<file path="config.mk">
export PLATFORM = sky130hd
export DESIGN_NAME = sh_dmac_nch
export DESIGN_NICKNAME = d
export VERILOG_FILES = /design/src/rtl/sh_dmac_nch.sv
export SDC_FILE = /design/constraint.sdc
export NUM_CORES = 2
export LEC_CHECK = 0
export CAP_MARGIN = 20
export CORE_MARGIN = 10
export CORE_UTILIZATION = 60
export CTS_CLUSTER_DIAMETER = 50
export DETAILED_ROUTE_END_ITERATION = 8
export PLACE_DENSITY_LB_ADDON = 0.08
export SYNTH_ARGS = -nofsm -noshare
export SYNTH_HDL_FRONTEND = slang
export SYNTH_SLANG_ARGS = --single-unit
</file>
<file path="constraint.sdc">
create_clock -name i_clk -period 10.2 [get_ports i_clk]
set_clock_uncertainty 0.2 [all_clocks]
set_input_delay 1.53 -clock i_clk [delete_from_list [all_inputs] [get_ports i_clk]]
set_output_delay 1.53 -clock i_clk [all_outputs]
set_load 0.1 [all_outputs]
</file>
<file path="src/rtl/sh_dmac_nch.sv">
// sh_dmac_nch: N-channel dual-address DMA controller for SH-family cores.
// Channels are programmed over the peripheral bus; the data bus is mastered through REQ/WAIT.
module sh_dmac_nch #(
    parameter int CH_NUM = 4,
    parameter int TCR_W  = 24
) (
    input  logic              i_clk,
    input  logic              i_rst,
    input  logic              i_ce,
    input  logic [7:0]        i_reg_a,
    input  logic [31:0]       i_reg_di,
    input  logic              i_reg_we,
    input  logic              i_reg_req,
    output logic [31:0]       o_reg_do,
    input  logic [CH_NUM-1:0] i_dreq,
    output logic [CH_NUM-1:0] o_dack,
    output logic [31:0]       o_dbus_a,
    input  logic [31:0]       i_dbus_di,
    output logic [31:0]       o_dbus_do,
    output logic [3:0]        o_dbus_ba,
    output logic              o_dbus_we,
    output logic              o_dbus_req,
    input  logic              i_dbus_wait,
    output logic [CH_NUM-1:0] o_irq
);
    localparam int CW = (CH_NUM > 1) ? $clog2(CH_NUM) : 1;

    typedef enum logic [1:0] {S_IDLE, S_RD, S_WR} state_t;

    // Field order matches the CHCR bit layout [10:0].
    typedef struct packed {
        logic       rl;
        logic [1:0] dm;
        logic [1:0] sm;
        logic [1:0] ts;
        logic       ar;
        logic       ie;
        logic       te;
        logic       de;
    } chcr_t;

    function automatic logic [31:0] f_step(input logic [1:0] mode, input logic [1:0] ts);
        logic [31:0] size;
        size = ts[1] ? 32'd4 : (ts[0] ? 32'd2 : 32'd1);
        case (mode)
            2'b01:   f_step = size;
            2'b10:   f_step = 32'd0 - size;
            default: f_step = 32'd0;
        endcase
    endfunction

    function automatic logic f_misaligned(input logic [1:0] a, input logic [1:0] ts);
        if (ts[1])      f_misaligned = |a;
        else if (ts[0]) f_misaligned = a[0];
        else            f_misaligned = 1'b0;
    endfunction

    // Big-endian lanes: byte offset 0 lives in [31:24].
    function automatic logic [3:0] f_ba(input logic [1:0] a, input logic [1:0] ts);
        if (ts[1])      f_ba = 4'hF;
        else if (ts[0]) f_ba = a[1] ? 4'b0011 : 4'b1100;
        else            f_ba = 4'b1000 >> a;
    endfunction

    function automatic logic [31:0] f_lane(input logic [31:0] d, input logic [1:0] a,
                                           input logic [1:0] ts);
        if (ts[1])      f_lane = d;
        else if (ts[0]) f_lane = a[1] ? {2{d[15:0]}} : {2{d[31:16]}};
        else begin
            case (a)
                2'd0:    f_lane = {4{d[31:24]}};
                2'd1:    f_lane = {4{d[23:16]}};
                2'd2:    f_lane = {4{d[15:8]}};
                default: f_lane = {4{d[7:0]}};
            endcase
        end
    endfunction

    logic [31:0]      r_sar    [CH_NUM];
    logic [31:0]      r_dar    [CH_NUM];
    logic [TCR_W-1:0] r_tcr    [CH_NUM];
    logic [31:0]      r_sar_rl [CH_NUM];
    logic [31:0]      r_dar_rl [CH_NUM];
    logic [TCR_W-1:0] r_tcr_rl [CH_NUM];
    chcr_t            r_chcr   [CH_NUM];
    logic             r_dme, r_pr, r_ae;
    state_t           r_state, w_next_state;
    logic [CW-1:0]    r_ch, r_last, w_grant;
    logic [31:0]      r_data, r_reg_do, w_rd_data;
    logic [CH_NUM-1:0] w_elig;
    logic             w_any, w_mis;
    logic [TCR_W-1:0] w_tcr_dec;
    logic             w_unused;

    // Low address bits are ignored: every register is longword aligned.
    assign w_unused  = &{1'b0, i_reg_a[1:0]};
    assign w_any     = |w_elig;
    assign w_tcr_dec = r_tcr[r_ch] - TCR_W'(1);
    assign o_reg_do  = r_reg_do;

    always_comb begin
        for (int c = 0; c < CH_NUM; c++) begin
            w_elig[c] = r_dme & r_chcr[c].de & ~r_ae & (~r_chcr[c].te | r_chcr[c].rl)
                      & (r_chcr[c].ar | i_dreq[c]);
            o_irq[c]  = r_chcr[c].te & r_chcr[c].ie;
        end
    end

    // Fixed priority scans from 0; round-robin scans from the slot after the last grant.
    always_comb begin : p_arb
        int   idx;
        logic found;
        idx     = 0;
        found   = 1'b0;
        w_grant = '0;
        for (int k = 0; k < CH_NUM; k++) begin
            idx = r_pr ? (int'(r_last) + 1 + k) % CH_NUM : k;
            if (w_elig[idx] && !found) begin
                w_grant = CW'(idx);
                found   = 1'b1;
            end
        end
        w_mis = f_misaligned(r_sar[w_grant][1:0], r_chcr[w_grant].ts)
              | f_misaligned(r_dar[w_grant][1:0], r_chcr[w_grant].ts);
    end

    always_comb begin
        w_next_state = r_state;
        case (r_state)
            S_IDLE:  if (w_any && !w_mis) w_next_state = S_RD;
            S_RD:    if (!i_dbus_wait)    w_next_state = S_WR;
            S_WR:    if (!i_dbus_wait)    w_next_state = S_IDLE;
            default: w_next_state = S_IDLE;
        endcase
    end

    always_comb begin
        o_dbus_a   = '0;
        o_dbus_do  = '0;
        o_dbus_ba  = '0;
        o_dbus_we  = 1'b0;
        o_dbus_req = 1'b0;
        o_dack     = '0;
        case (r_state)
            S_RD: begin
                o_dbus_req   = 1'b1;
                o_dbus_a     = r_sar[r_ch];
                o_dbus_ba    = f_ba(r_sar[r_ch][1:0], r_chcr[r_ch].ts);
                o_dack[r_ch] = 1'b1;
            end
            S_WR: begin
                o_dbus_req   = 1'b1;
                o_dbus_we    = 1'b1;
                o_dbus_a     = r_dar[r_ch];
                o_dbus_do    = r_data;
                o_dbus_ba    = f_ba(r_dar[r_ch][1:0], r_chcr[r_ch].ts);
                o_dack[r_ch] = 1'b1;
            end
            default: ;
        endcase
    end

    always_comb begin
        w_rd_data = '0;
        if (i_reg_a == 8'hFC) w_rd_data = {29'd0, r_ae, r_pr, r_dme};
        for (int c = 0; c < CH_NUM; c++) begin
            if (i_reg_a[7:4] == 4'(c)) begin
                case (i_reg_a[3:2])
                    2'd0:    w_rd_data = r_sar[c];
                    2'd1:    w_rd_data = r_dar[c];
                    2'd2:    w_rd_data = 32'(r_tcr[c]);
                    default: w_rd_data = {21'd0, r_chcr[c]};
                endcase
            end
        end
    end

    always_ff @(posedge i_clk) begin
        if (i_rst) begin
            r_state  <= S_IDLE;
            r_ch     <= '0;
            r_last   <= CW'(CH_NUM - 1);
            r_data   <= '0;
            r_reg_do <= '0;
            r_dme    <= 1'b0;
            r_pr     <= 1'b0;
            r_ae     <= 1'b0;
            // NOTE: the channel arrays are flops, so they are cleared like any register;
            // a stale address must never be able to start a transfer after reset.
            for (int c = 0; c < CH_NUM; c++) begin
                r_sar[c]    <= '0;
                r_dar[c]    <= '0;
                r_tcr[c]    <= '0;
                r_sar_rl[c] <= '0;
                r_dar_rl[c] <= '0;
                r_tcr_rl[c] <= '0;
                r_chcr[c]   <= '0;
            end
        end else if (i_ce) begin
            r_state <= w_next_state;
            if (r_state == S_IDLE && w_any) begin
                if (w_mis) begin
                    r_ae <= 1'b1;
                end else begin
                    r_ch   <= w_grant;
                    r_last <= w_grant;
                end
            end
            if (r_state == S_RD && !i_dbus_wait)
                r_data <= f_lane(i_dbus_di, r_sar[r_ch][1:0], r_chcr[r_ch].ts);
            if (r_state == S_WR && !i_dbus_wait) begin
                r_sar[r_ch] <= r_sar[r_ch] + f_step(r_chcr[r_ch].sm, r_chcr[r_ch].ts);
                r_dar[r_ch] <= r_dar[r_ch] + f_step(r_chcr[r_ch].dm, r_chcr[r_ch].ts);
                r_tcr[r_ch] <= w_tcr_dec;
                if (w_tcr_dec == '0) begin
                    r_chcr[r_ch].te <= 1'b1;
                    if (r_chcr[r_ch].rl) begin
                        r_sar[r_ch] <= r_sar_rl[r_ch];
                        r_dar[r_ch] <= r_dar_rl[r_ch];
                        r_tcr[r_ch] <= r_tcr_rl[r_ch];
                    end
                end
            end
            // NOTE: register writes sit after the hardware updates; the later non-blocking
            // assignment wins, which gives software priority on the same field and cycle.
            if (i_reg_req) begin
                if (!i_reg_we) begin
                    r_reg_do <= w_rd_data;
                end else if (i_reg_a == 8'hFC) begin
                    r_dme <= i_reg_di[0];
                    r_pr  <= i_reg_di[1];
                    if (!i_reg_di[2]) r_ae <= 1'b0;
                end else begin
                    for (int c = 0; c < CH_NUM; c++) begin
                        if (i_reg_a[7:4] == 4'(c)) begin
                            case (i_reg_a[3:2])
                                2'd0: begin
                                    r_sar[c]    <= i_reg_di;
                                    r_sar_rl[c] <= i_reg_di;
                                end
                                2'd1: begin
                                    r_dar[c]    <= i_reg_di;
                                    r_dar_rl[c] <= i_reg_di;
                                end
                                2'd2: begin
                                    r_tcr[c]    <= i_reg_di[TCR_W-1:0];
                                    r_tcr_rl[c] <= i_reg_di[TCR_W-1:0];
                                end
                                default: begin
                                    r_chcr[c].de <= i_reg_di[0];
                                    r_chcr[c].ie <= i_reg_di[2];
                                    r_chcr[c].ar <= i_reg_di[3];
                                    r_chcr[c].ts <= i_reg_di[5:4];
                                    r_chcr[c].sm <= i_reg_di[7:6];
                                    r_chcr[c].dm <= i_reg_di[9:8];
                                    r_chcr[c].rl <= i_reg_di[10];
                                    if (!i_reg_di[1]) r_chcr[c].te <= 1'b0;
                                end
                            endcase
                        end
                    end
                end
            end
        end
    end
endmodule

</file>
Yosys cells after proc, flatten, opt, wreduce, memory -nomap -nowiden
Memory sizes are Yosys's and may differ from the RTL's. A register that Yosys moved wholly into a read port is not among the register bits.
Cells that the tools add are included.
W data, S select, Z words.

cells by class
  add/subtract/negate cells = 8
  multiply operators = 0
  div/mod/pow operators = 0
  $lt $le $gt $ge = 6
  equal/unequal tests = 45
  shift-type cells = 2
  mux-type cells = 310
  bitwise operators = 195
  reduce and logical (&&, ||, !) cells = 32

operator list
  cell                     count
  $mux W32                 36
  $pmux W32 S3             5
  $mux W24                 9
  $mux W1                  207
  $pmux W32 S2             3
  $lt A32 B4 Y1 const B    4
  $and A1 B1 Y1            79
  $mux W2                  34
  $or A1 B1 Y1             68
  $eq A2 B2 Y1 const B     33
  $add A32 B32 Y32         2
  $not A1 Y1               39
  $mux W4                  7
  $logic_not A24 Y1        1
  $sub A24 B1 Y24 const B  1
  $reduce_or A2 Y1         7
  $eq A2 B1 Y1 const B     5
  $bmux W1 S2              4
  $eq A4 B2 Y1 const B     2
  $eq A8 B8 Y1 const B     1
  $logic_and A1 B1 Y1      8
  $pmux W4 S2              1
  $reduce_and A4 Y1        2
  $shr A4 B2 Y4 const A    2
  other kinds (19)         38

word-level totals
  bits in registers = 73
  bits in latches = 0
  bits in writable memories = 748
  memory bits (read-only) = 0
  bits of input ports = 82
  output and inout port bits = 110
  word-level logic and storage cells = 613
  memories = 7

memory list
  name             words  bits a word  read ports  clocked after Yosys merged registers in  wr ports  line  text
  r_dar            4      32           6           1                                        5         80    logic [31:0] r_dar [CH_NUM];
  r_dar_rl         4      32           1           1                                        4         83    logic [31:0] r_dar_rl [CH_NUM];
  r_sar            4      32           6           1                                        5         79    logic [31:0] r_sar [CH_NUM];
  r_sar_rl         4      32           1           1                                        4         82    logic [31:0] r_sar_rl [CH_NUM];
  r_tcr            4      24           5           1                                        5         81    logic [TCR_W-1:0] r_tcr [CH_NUM];
  r_tcr_rl         4      24           1           1                                        4         84    logic [TCR_W-1:0] r_tcr_rl [CH_NUM];
  1 more memories  -      -            -           -                                        -         -

Logic depth before layout (Yosys ltp)
An unclocked memory read counts as a cell.

  word-level depth = 28
  mapped depth = 24
  gate-level depth less buffers = 17

Least setup slack after synthesis
No wires, ideal clock.

  path type = flip-flop to flip-flop
  start point = register (tool-made name)
  end point = memory r_dar[2][29], data pin
  library setup time = 0.264 ns
  arrival = 6.627 ns
  path slack = 3.110 ns
  stages on the path, launching flop included = 22
  buffers on the path = 8
  clock period less this slack = 7.090 ns
  cell sequence = dfxtp_1 > buf_2 > buf_6 > buf_4 > buf_2 > clkbuf_1 > buf_1 > clkbuf_1 > mux4_2 > inv_1 > ha_1 > clkbuf_1 > ha_1 > o21ai_0 > o31ai_1 > a211oi_1 > or4_1 > a311oi_1 > o21ai_0 > a211oi_1 > mux2_2 > o21bai_1

RTL lines
  element           line
  end: declaration  80

==> results by group <==
Pwr
  – Max VDD drop: 0.160 mV
  – Leak Pwr: 17.9 nW
  – Pwr Density: 163 mW/mm²

Clock network
  – Clock transition at path regs: 0.06 ns
  – CTS tree: built
  – CTS Buf Count: 102
  – Clk Latency, worst-skew pair: 0.69 ns
  – CTS root buf: clkbuf_16
  – CTS Hold Bufs: 0
  – Setup Fix Bufs, Post-CTS: 0
  – Number of gates resized after cts: 0
  – Clock Tree Buf Depth: 3
  – Sink Count: 823
  – Htree depth: 3

Global route
  – Global route overflow: 0
  – GRT Total Usage: 39.2%
  – Vias in the first global route: 35400
  – Largest net degree at the start of global routing: 72
  – Initial antenna violation count: 9
  – First-pass GRT wire length: 247000 µm

Timing
  – Achievable Freq: 0.143 GHz
  – Max_slew headroom: 20.2%
  – Post-Route Setup TNS: 0 ns
  – RSZ-0062 raised after global routing: no
  – Fin crit share: 68.4%
  – Worst-Margin Slew: 1.18 ns
  – Final Setup Violations: 0
  – Worst Slack Setup Final: 3.22 ns
  – Pins Over Slew Limit: 0
  – Final Hold Violating Endpoints: 0
  – Post-route minimum period: 6.98 ns

Critical path
  – CP Class: reg2reg
  – CP Cell Sequence: buf_4 > mux4_2 > ha_2 > buf_4 > a21oi_1 > or3_1 > inv_1 > ha_1 > a211oi_1 > o31ai_1 > buf_4 > a211oi_1 > or4_1 > a311oi_1 > o21ai_0 > a211oi_1 > mux2_2 > o21bai_1
  – Crit path DAT: 7.15 ns
  – Required @ worst endpoint: 10.38 ns
  – Crit-path slowest cell: dfxtp_4
  – Crit path max fanout: 35
  – Crit path depth: 18
  – R2R cell count: 18
  – Worst Setup End Kind: flip-flop
  – Max stage delay on crit path: 0.91 ns
  – Buffers plus inverters on the worst setup path: 4
  – Crit-path leading delay family: compound AO/OA/AOI/OAI gates
  – CP Launch Type: flip-flop

Synth
  – Yosys reg bits: 823
  – Cells after Synth: 3707
  – Synth Flop Type: edfxtp_1
  – Post-synth EDFFs: 744
  – Yosys warns: 0
  – Synthesized netlist net count: 3864
  – FFs w/ async S/R, synth: 0%
  – Synth cell types: 80
  – Avg Cell Area, Syn: 12.4 µm²
  – Sequential element share of the synthesized area: 52.2%
  – Post-Syn Area: 0.0458 mm²

Detailed routing
  – DR pass1 iterations: 9
  – Initial DRC Count: 5017
  – Drt wl/cell: 35.7 µm
  – Antenna Nets Post-Route: 0
  – Detailed Route WL: 174000 µm
  – Routed vias/inst: 7.35
  – Drt drc: 2
  – Routed via count: 35900

Cells and area
  – Design area: 0.0524 mm²
  – Layout cell share with drive strength beyond 1: 14.8%
  – Post-Route Utilization: 69.1%
  – Commonest cells after routing, fill and taps aside: edfxtp_1 (744), and2_1 (418), o21bai_1 (361)
  – Nets: 3978
  – # fillers: 5394
  – Commonest non-fill, non-tap cell in the layout: edfxtp_1
  – Post-Layout Cell Count: 4887
  – Area grow syn2layout: 14.3%

Worst hold path
  – Worst hold path type: reg2reg
  – Hold Path Stages: 2
  – Worst hold start: o_reg_do[19]$_SDFFE_PP0P_

Die
  – DIE WIDTH: 296 µm
  – Die H: 296 µm
  – Die Area: 0.0878 mm²
  – Core area: 0.0758 mm²
  – Initial Util: 60.4%
  – # rows: 101
  – Io pins: 192

Status
  – Violated checks: design-rule violations
  – Status: complete, but fails checks

Place
  – Cell Area, Placed: 0.0489 mm²
  – Pre-CTS WS: 3.31 ns
  – DP Cell Count: 4693
  – GP Congestion: 0.983
  – Port Buffers: 191
  – DP Wirelength: 113000 µm

Job
  – Max-cap viol count: 0
[cell type report]
class,instances,area [µm²],area share [%]
inverters,52,195,0.373
multi-input cells,2555,20900,39.9
well taps,978,1220,2.34
clock buffers,115,2650,5.06
flip-flops and latches,823,23900,45.7
repair buffers,287,2630,5.01
clock inverters,76,845,1.61
diodes,1,2.50,0.00478
[per-stage QoR]
stage / power, W / hold WS, ns
2_1_floorplan: 0.00448 / 0.269
3_3_place_gp: 0.00481 / 0.240
3_5_place_dp: 0.00484 / 0.244
4_1_cts: 0.00851 / 0.252
5_1_grt: 0.00874 / 0.266
6_report: 0.00855 / 0.255
[report_power, final]
| group | leakage [nW] | internal, W | switching, W | total (W) |
|---|---|---|---|---|
| sequential | 7.70 | 0.00383 | 0.0000973 | 0.00393 |
| clock | 1.70 | 0.00218 | 0.00155 | 0.00374 |
| combinational | 8.51 | 0.000294 | 0.000591 | 0.000886 |
| total | 17.9 | 0.00631 | 0.00224 | 0.00855 |
[per-layer routing]
metal,up-vias,track usage [%],part of all wire [%]
met4,4,26.7,7.9
li1,14500,-,-
met5,-,0,0.014
met3,700,9.86,13
met2,3054,60.3,45
met1,17700,48.8,34
[cells by family (layout without fill, tap and decap cells)]
| kind of cell | Yosys count | count (layout) | synth area share [%] |
|---|---|---|---|
| buf+inv | 329 | 530 | 2.79 |
| simple gates | 1066 | 1066 | 12.8 |
| xor+xnor | 69 | 69 | 1.32 |
| compound gates | 953 | 953 | 14.1 |
| other cells | 0 | 1 | 0 |
| mux | 392 | 392 | 14.7 |
| fa+ha+maj | 75 | 75 | 2.08 |
| flops | 823 | 823 | 52.2 |
[flip-flops by register name, summed over array words and instances (netlist names), named ones only]
register	cells
o_reg_do	32
r_tcr_rl	96
r_last	2
r_data	32
r_pr	1
r_ae	1
r_dme	1
r_tcr	96
r_dar_rl	128
r_chcr	44
r_sar	128
r_state	2
r_ch	2
r_dar	128
r_sar_rl	128
[synthesized netlist by cell type, types with 5 or more instances]
master,number,share of area [%]
nand2_1,124,1.0
buf_1,36,0.29
a221oi_1,17,0.32
o22ai_1,13,0.18
buf_2,7,0.076
o21a_1,14,0.23
a211oi_1,39,0.64
nor4_1,28,0.38
ha_1,73,2.0
and3_1,30,0.41
mux2i_1,161,3.5
a31oi_1,13,0.18
o221ai_1,13,0.25
dfxtp_1,79,3.5
a21boi_0,12,0.20
mux2_2,6,0.15
buf_4,7,0.11
nor2b_1,52,0.71
o2111ai_1,17,0.32
nor2_1,200,1.6
o311ai_0,7,0.13
a22oi_1,39,0.64
inv_1,50,0.41
xor2_1,25,0.48
nand3_1,29,0.32
or3_1,15,0.20
nor3b_1,6,0.098
a21o_1,19,0.31
o21bai_1,361,5.9
o211ai_1,6,0.098
a21oi_1,178,1.9
edfxtp_1,744,49
and4_1,5,0.096
and2_1,418,5.7
nand4_1,7,0.096
mux4_2,225,11
nor3_1,58,0.63
clkbuf_1,226,1.9
or4_1,14,0.23
o21ai_0,145,1.6
nand2b_1,46,0.63
xnor2_1,44,0.84
o31ai_1,20,0.33
or2_2,9,0.12
[path summary, 6_finish.rpt]
kind / endpoint / slack [ns]
max: r_dar[2][29]$_DFFE_PP_ / 3.22
min: o_reg_do[19]$_SDFFE_PP0P_ / 0.25
max reg2reg: r_dar[2][29]$_DFFE_PP_ / 3.22
min reg2reg: o_reg_do[19]$_SDFFE_PP0P_ / 0.25
[worst min-delay path: stages, from the launching register on]
cell	delay, ns
dfxtp_1	0.31
nand2_1	0.05
a21oi_1	0.05
No activity file was read; power rests on OpenSTA's default activity.
